### src/rtl/pipe_pkg.sv
// Shared pipeline definitions: default instruction-code width, NOP code and
// the skid stage state encoding (value equals the number of held beats).
package pipe_pkg;
  localparam int CODE_W_DEF = 6;
  localparam logic [CODE_W_DEF-1:0] NOP_CODE_DEF = '0;

  typedef enum logic [1:0] {
    ST_EMPTY = 2'b00,
    ST_BUSY  = 2'b01,
    ST_FULL  = 2'b10
  } skid_state_e;
endpackage

### src/rtl/sat_counter.sv
// Saturating up-counter with async active-high reset and increment enable.
module sat_counter #(
  parameter int W = 16
) (
  input  logic         clk,
  input  logic         rst,
  input  logic         inc,
  output logic [W-1:0] cnt
);
  always_ff @(posedge clk or posedge rst) begin
    if (rst)                 cnt <= '0;
    else if (inc && cnt != '1) cnt <= cnt + W'(1);
  end
endmodule

### src/rtl/pipe_skid_reg.sv
// Pipeline stage register with a two-entry skid buffer. in_ready comes only
// from registered state, so back-pressure never forms a combinational path.
module pipe_skid_reg
  import pipe_pkg::*;
#(
  parameter int                 DATA_W   = 96,
  parameter int                 CODE_W   = CODE_W_DEF,
  parameter logic [CODE_W-1:0]  NOP_CODE = CODE_W'(NOP_CODE_DEF),
  parameter int                 CNT_W    = 16
) (
  input  logic              clk,
  input  logic              rst,
  input  logic              flush,
  input  logic              in_valid,
  output logic              in_ready,
  input  logic [CODE_W-1:0] in_code,
  input  logic [DATA_W-1:0] in_data,
  output logic              out_valid,
  input  logic              out_ready,
  output logic [CODE_W-1:0] out_code,
  output logic [DATA_W-1:0] out_data,
  output logic [1:0]        occupancy,
  output logic [CNT_W-1:0]  stall_cnt
);
  skid_state_e       state;
  logic [CODE_W-1:0] main_code, skid_code;
  logic [DATA_W-1:0] main_data, skid_data;
  logic              accept, emit;

  assign in_ready  = (state != ST_FULL) & ~rst;
  assign out_valid = (state != ST_EMPTY);
  assign accept    = in_valid & in_ready;
  assign emit      = out_valid & out_ready;

  // main is cleared whenever it empties, so outputs need no masking
  assign out_code  = main_code;
  assign out_data  = main_data;
  assign occupancy = state;

  always_ff @(posedge clk or posedge rst) begin
    if (rst) begin
      state     <= ST_EMPTY;
      main_code <= NOP_CODE;
      main_data <= '0;
      skid_code <= NOP_CODE;
      skid_data <= '0;
    end else if (flush) begin
      state     <= ST_EMPTY;
      main_code <= NOP_CODE;
      main_data <= '0;
      skid_code <= NOP_CODE;
      skid_data <= '0;
    end else begin
      case (state)
        ST_EMPTY: if (accept) begin
          main_code <= in_code;
          main_data <= in_data;
          state     <= ST_BUSY;
        end
        ST_BUSY: case ({accept, emit})
          2'b11: begin
            main_code <= in_code;
            main_data <= in_data;
          end
          2'b10: begin
            skid_code <= in_code;
            skid_data <= in_data;
            state     <= ST_FULL;
          end
          2'b01: begin
            main_code <= NOP_CODE;
            main_data <= '0;
            state     <= ST_EMPTY;
          end
          default: ;
        endcase
        ST_FULL: if (emit) begin
          main_code <= skid_code;
          main_data <= skid_data;
          skid_code <= NOP_CODE;
          skid_data <= '0;
          state     <= ST_BUSY;
        end
        default: state <= ST_EMPTY;
      endcase
    end
  end

  sat_counter #(.W(CNT_W)) u_stall_cnt (
    .clk (clk),
    .rst (rst),
    .inc (out_valid & ~out_ready),
    .cnt (stall_cnt)
  );
endmodule

### config.mk
export PLATFORM = sky130hd
export DESIGN_NAME = pipe_skid_reg
export DESIGN_NICKNAME = d
export VERILOG_FILES = /design/src/rtl/pipe_pkg.sv /design/src/rtl/sat_counter.sv /design/src/rtl/pipe_skid_reg.sv
export SDC_FILE = /design/constraint.sdc
export NUM_CORES = 1
export LEC_CHECK = 0
export ABC_AREA = 1
export BUFFER_PORTS_ARGS = -buffer_cell sky130_fd_sc_hd__buf_4
export CORE_MARGIN = 10
export CORE_UTILIZATION = 45
export DETAILED_ROUTE_END_ITERATION = 12
export PLACE_DENSITY = 0.69
export SLEW_MARGIN = 20
export SYNTH_ARGS = -nofsm -noshare
export SYNTH_HDL_FRONTEND = slang
export SYNTH_SLANG_ARGS = --single-unit
### constraint.sdc
create_clock -name clk -period 17.73 [get_ports clk]
set_clock_uncertainty 0.05 [all_clocks]
set_input_delay 2.6595 -clock clk [delete_from_list [all_inputs] [get_ports clk]]
set_output_delay 2.6595 -clock clk [all_outputs]
set_load 0.03 [all_outputs]
* After elaboration in Yosys (flattened, before gate mapping)
Cells that the tools add are included.
Widths: inputs -> output; s select.
** Storage, ports and cells
- Flip-flop bits (word level) :: 222
- Logic and storage cells :: 56
** Cells by class
- Bitwise operators :: 6
- Add/sub/neg operators :: 1
- Reductions and logical operators :: 8
- Mux-type cells :: 23
- Eq/ne operators :: 12
** Operator list (number)
- $mux 96 :: 6
- $pmux 96 s2 :: 2
- $pmux 96 s3 :: 1
- $mux 6 :: 6
- $pmux 6 s2 :: 2
- $pmux 6 s3 :: 1
- $add 16x1->16 const B :: 1
- $ne 16x16->1 const B :: 1
- $ne 3x3->1 const B :: 3
- $eq 2x2->1 const B :: 3
- $mux 2 :: 3
- $pmux 2 s3 :: 1
- $reduce_and 3->1 :: 2
- $and 1x1->1 :: 4
- $eq 2x1->1 const B :: 2
- $ne 4x2->1 const B :: 1
- $ne 4x3->1 const B :: 1
- $pmux 2 s2 :: 1
- $reduce_and 4->1 :: 1
- $reduce_bool 4->1 :: 1
- $reduce_bool 3->1 :: 1
- $logic_not 2->1 :: 1
- $ne 2x2->1 const B :: 1
- $not 1->1 :: 2
- other kinds (2) :: 2

* Logic depth before layout (Yosys ltp)
- Word-level depth :: 7
- Mapped depth :: 14

* By module
A second synthesis with hierarchy kept.
** Unflattened totals
- Cell total of the unflattened synthesis :: 1394
- Area total of the unflattened synthesis :: 10440.0 µm²
** Modules (own cells, without submodules)
- pipe_skid_reg :: cells each 1244, instances 1, area each 9370.2 µm², sequential area each 5154.9 µm²
- sat_counter :: cells each 150, instances 1, area each 1069.8 µm², sequential area each 400.4 µm²

* Worst setup path after synthesis
No wires, ideal clock.
- Kind :: input-to-output
- Start point :: in rst
- End point :: out in_ready
- Cell stages on the path :: 1
- Required time :: 15.021 ns
- Slack :: 11.900 ns
- Path buffers :: 0
- Arrival :: 3.121 ns
- Cell sequence :: nor2_1
** Between the ends
- Longest elaborated chain between the ends :: 2
** RTL lines
- from (decl) :: line pipe_skid_reg.sv:12 : input logic rst,
- $not 1->1 :: line pipe_skid_reg.sv:30 : assign in_ready = (state != ST_FULL) & ~rst;
- $and 1x1->1 :: line pipe_skid_reg.sv:30
- to (decl) :: line pipe_skid_reg.sv:15 : output logic in_ready,
Every way passes these cells.

* Final worst setup path
Same ends and word-level chain as after synthesis.

==> metrics.md <==
| Metric | Value |
|---|---|
| Worst Path Arrival | ~3.2 ns |
| Clock tree root driver cell | clkbuf_16 |
| CP delay by family, top | buffers and inverters |
| DR top layer | met5 |
| Hold WS | ~0.43 ns |
| Post-DR wirelength/cell | roughly 15 µm |
| Die Area | roughly 30000 µm² |
| Core area | 22500 µm² |
| Hold Vio Cnt, Final | 0 |
| Top post-synthesis cells by area | dfrtp_1 54%, nand2_1 33%, o21ai_1 3.5% |
| Met3 WL | 2590 µm |
| Yosys cell types | 20 |
| Crit start category | input port |
| Worst slew pin tran | a little under 1 ns |
| Slowest stage delay, CP | 0.20 ns |
| Global Route Usage Sum | roughly 19% |
| Worst Path Required | roughly 15 ns |
| HP Class | reg -> reg |
| Drt pass-1 iters | 5 |
| Die Ht | 171 µm |
| Power per cell area | between 150 and 200 nW/µm² |
| Worst-path fanout max | 3 |
| CP most frequent cell | buf_4 |
| Ports | approximately 230 |
| FF+latch count, synth | about 220 |
| Status | completed |
| CTS resizes | 0 |
| Starting DRT DRC Count | 965 |
| Relative slew margins | between 30% and 40% |
| Worst vdd ir | about 0.00014 V |
| CP cell instances | buf_4 -> nor2_1 -> buf_4 |
| DR vias/cell | 4.83 |
| Sum Neg Setup Slack | 0 ns |
| Final nets | 1688 |
| Total CTS buffers | 26 |
| H-Tree Depth | 1 |
| IO Port Bufs | roughly 230 |
| Worst Setup Slack, final | around 12 ns |
| Leak | slightly above 7 nW |
| GR Overflow Total | 0 |
| Synth area leader | dfrtp_1 |
| Crit path kind | in -> out |
| RSZ-0062 raised after global routing | no |
| Max Slew Vio Count | 0 |
| CTS Hold Buffers Added | 0 |
| Seq/Total Area, Yosys | between 50% and 60% |
| Syn-to-layout area delta | 25.9% |
| Residual DRC | 0 |
| Crit path buffers/inverters | 2 |
| Maxcap violations | 0 |
| CP endpoint kind | output port |
| Utilization after layout | between 50 and 60% |
| Syn Nets | roughly 1500 |
| Number of global-route vias before repair | just under 9000 |
| Detail Route Antenna Nets | 0 |
| Via Count | 9076 |
| Initial Utilization | between 40% and 50% |
| Routability cong. | ~0.8 |
| Synthesized area | between 10000 and 15000 µm² |
| Setup repair bufs after CTS | 0 |
| Fmax | 0.170 GHz |
| Initial antenna violation count | 1 |
| Top-area cell type share of the netlist area | between 50% and 60% |
| CTS Sinks | 222 |
| Die width | 171 µm |
| Layout cells sized above 1 | 17.6% |
| Final cycle utilization of the critical path | ~33% |
| CTS tree | yes |
| Worst slack at placement | between 10 and 15 ns |
| Met2 WL post-DR | ~13000 µm |
| Site Rows | 55 |
| Clk Latency, worst-skew pair | ~0.53 ns |
| Worst-path clk slew | approximately 0.06 ns |
| DP HPWL | about 18000 µm |
| Post-Route WL | around 29000 µm |
| Pin count of the biggest net entering global routing | about 150 |
| Syn Inst Count | 1392 |
| Mean post-synth cell area | around 7.4 µm² |
| Commonest non-fill, non-tap cells in the layout | 909 x nand2_1, 233 x buf_4, 222 x dfrtp_1 |
| R2r setup slk | between 10 and 15 ns |
| Ant diodes | 0 |
| Routed met1 length | roughly 13000 µm |
| Ys Warns | 0 |
| First-pass GRT wire length | 46400 µm |
| Clock period minus worst slack | slightly below 6 ns |
| Setup violations, final | 0 |
| Crit path max-delay cell type | buf_4 |
| Clock Path Buffers | 3 |
| Most common cell after layout, fill and taps aside | nand2_1 |
==> final timing paths <==
path / startpoint / end / cells after the start
setup reg to reg: occupancy[0]$_DFFE_PP0P_ / out_data[70]$_DFFE_PP0P_ / 11
max in group asynchronous: rst / skid_data[24]$_DFFE_PP0P_ / 3
hold / removal: out_data[49]$_DFFE_PP0P_ / out_data[49]$_DFFE_PP0P_ / 2
hold reg to reg: out_data[49]$_DFFE_PP0P_ / out_data[49]$_DFFE_PP0P_ / 2
setup / recovery: rst / in_ready / 3
min in group asynchronous: rst / out_code[0]$_DFFE_PP0P_ / 2
==> cell usage after synthesis (all sizes together) <==
master,n
a21oi,1
nand2,910
nor2,24
inv,21
nor3,2
buf,37
xnor2,5
o21ai,106
dfrtp,222
xor2,3
nand4,3
ha,4
nand3,12
clkbuf,42
==> worst reg2reg max path, cell delays in order (launching register included) <==
cell and delay (ns):
dfrtp_1 0.39, inv_1 0.10, ha_1 0.30, nor2_1 0.22, nand2_1 0.13, nand2_1 0.08, nand2_1 0.10, inv_2 0.10
nand3_4 0.47, buf_4 0.56, nand2_1 0.18, nand2_1 0.07
==> state kept, by name, indices dropped and copies added (netlist names) <==
signal / count
out_data: 96
skid_data: 96
u_stall_cnt.cnt: 16
out_code: 6
skid_code: 6
occupancy: 2
==> cells by family after synthesis <==
kind of cell / after synthesis / synth area share, %
AO/OA/AOI/OAI: 107 / 5.23
AND/OR/NAND/NOR: 951 / 35.2
adder cells (fa/ha/maj): 4 / 0.489
XOR/XNOR: 8 / 0.685
buffers and inverters: 100 / 4.12
flip-flops: 222 / 54.3
==> metrics by stage <==
step,power [mW],instances,instance area [µm²]
3_3_place_gp,2.04,1833,12100
4_1_cts,2.57,1879,12900
2_1_floorplan,1.65,1392,10200
5_1_grt,2.74,1880,12900
3_5_place_dp,2.07,1833,12100
6_report,2.55,1880,12900
==> layer usage <==
| metal | vias up | GRT usage (%) |
|---|---|---|
| met5 | - | 0 |
| met4 | 2 | 5.14 |
| met3 | 42 | 6.54 |
| met2 | 259 | 30.0 |
| met1 | 4152 | 25.4 |
| li1 | 4621 | - |
==> area by class of cell <==
cell class | count | area (µm²)
fill | 2132 | 9610
sequential | 222 | 5560
multi-input combinational | 1070 | 4320
timing repair buffer | 236 | 1790
clock buffer | 42 | 741
tap | 285 | 357
inverter | 21 | 92.6
clock inverter | 4 | 35.0
==> report_power, final <==
part,internal (mW),switching [mW]
combinational,0.357,0.818
sequential,0.741,0.138
clock,0.285,0.211
total,1.38,1.17
Note: power is estimated with default switching activity, not from simulation.
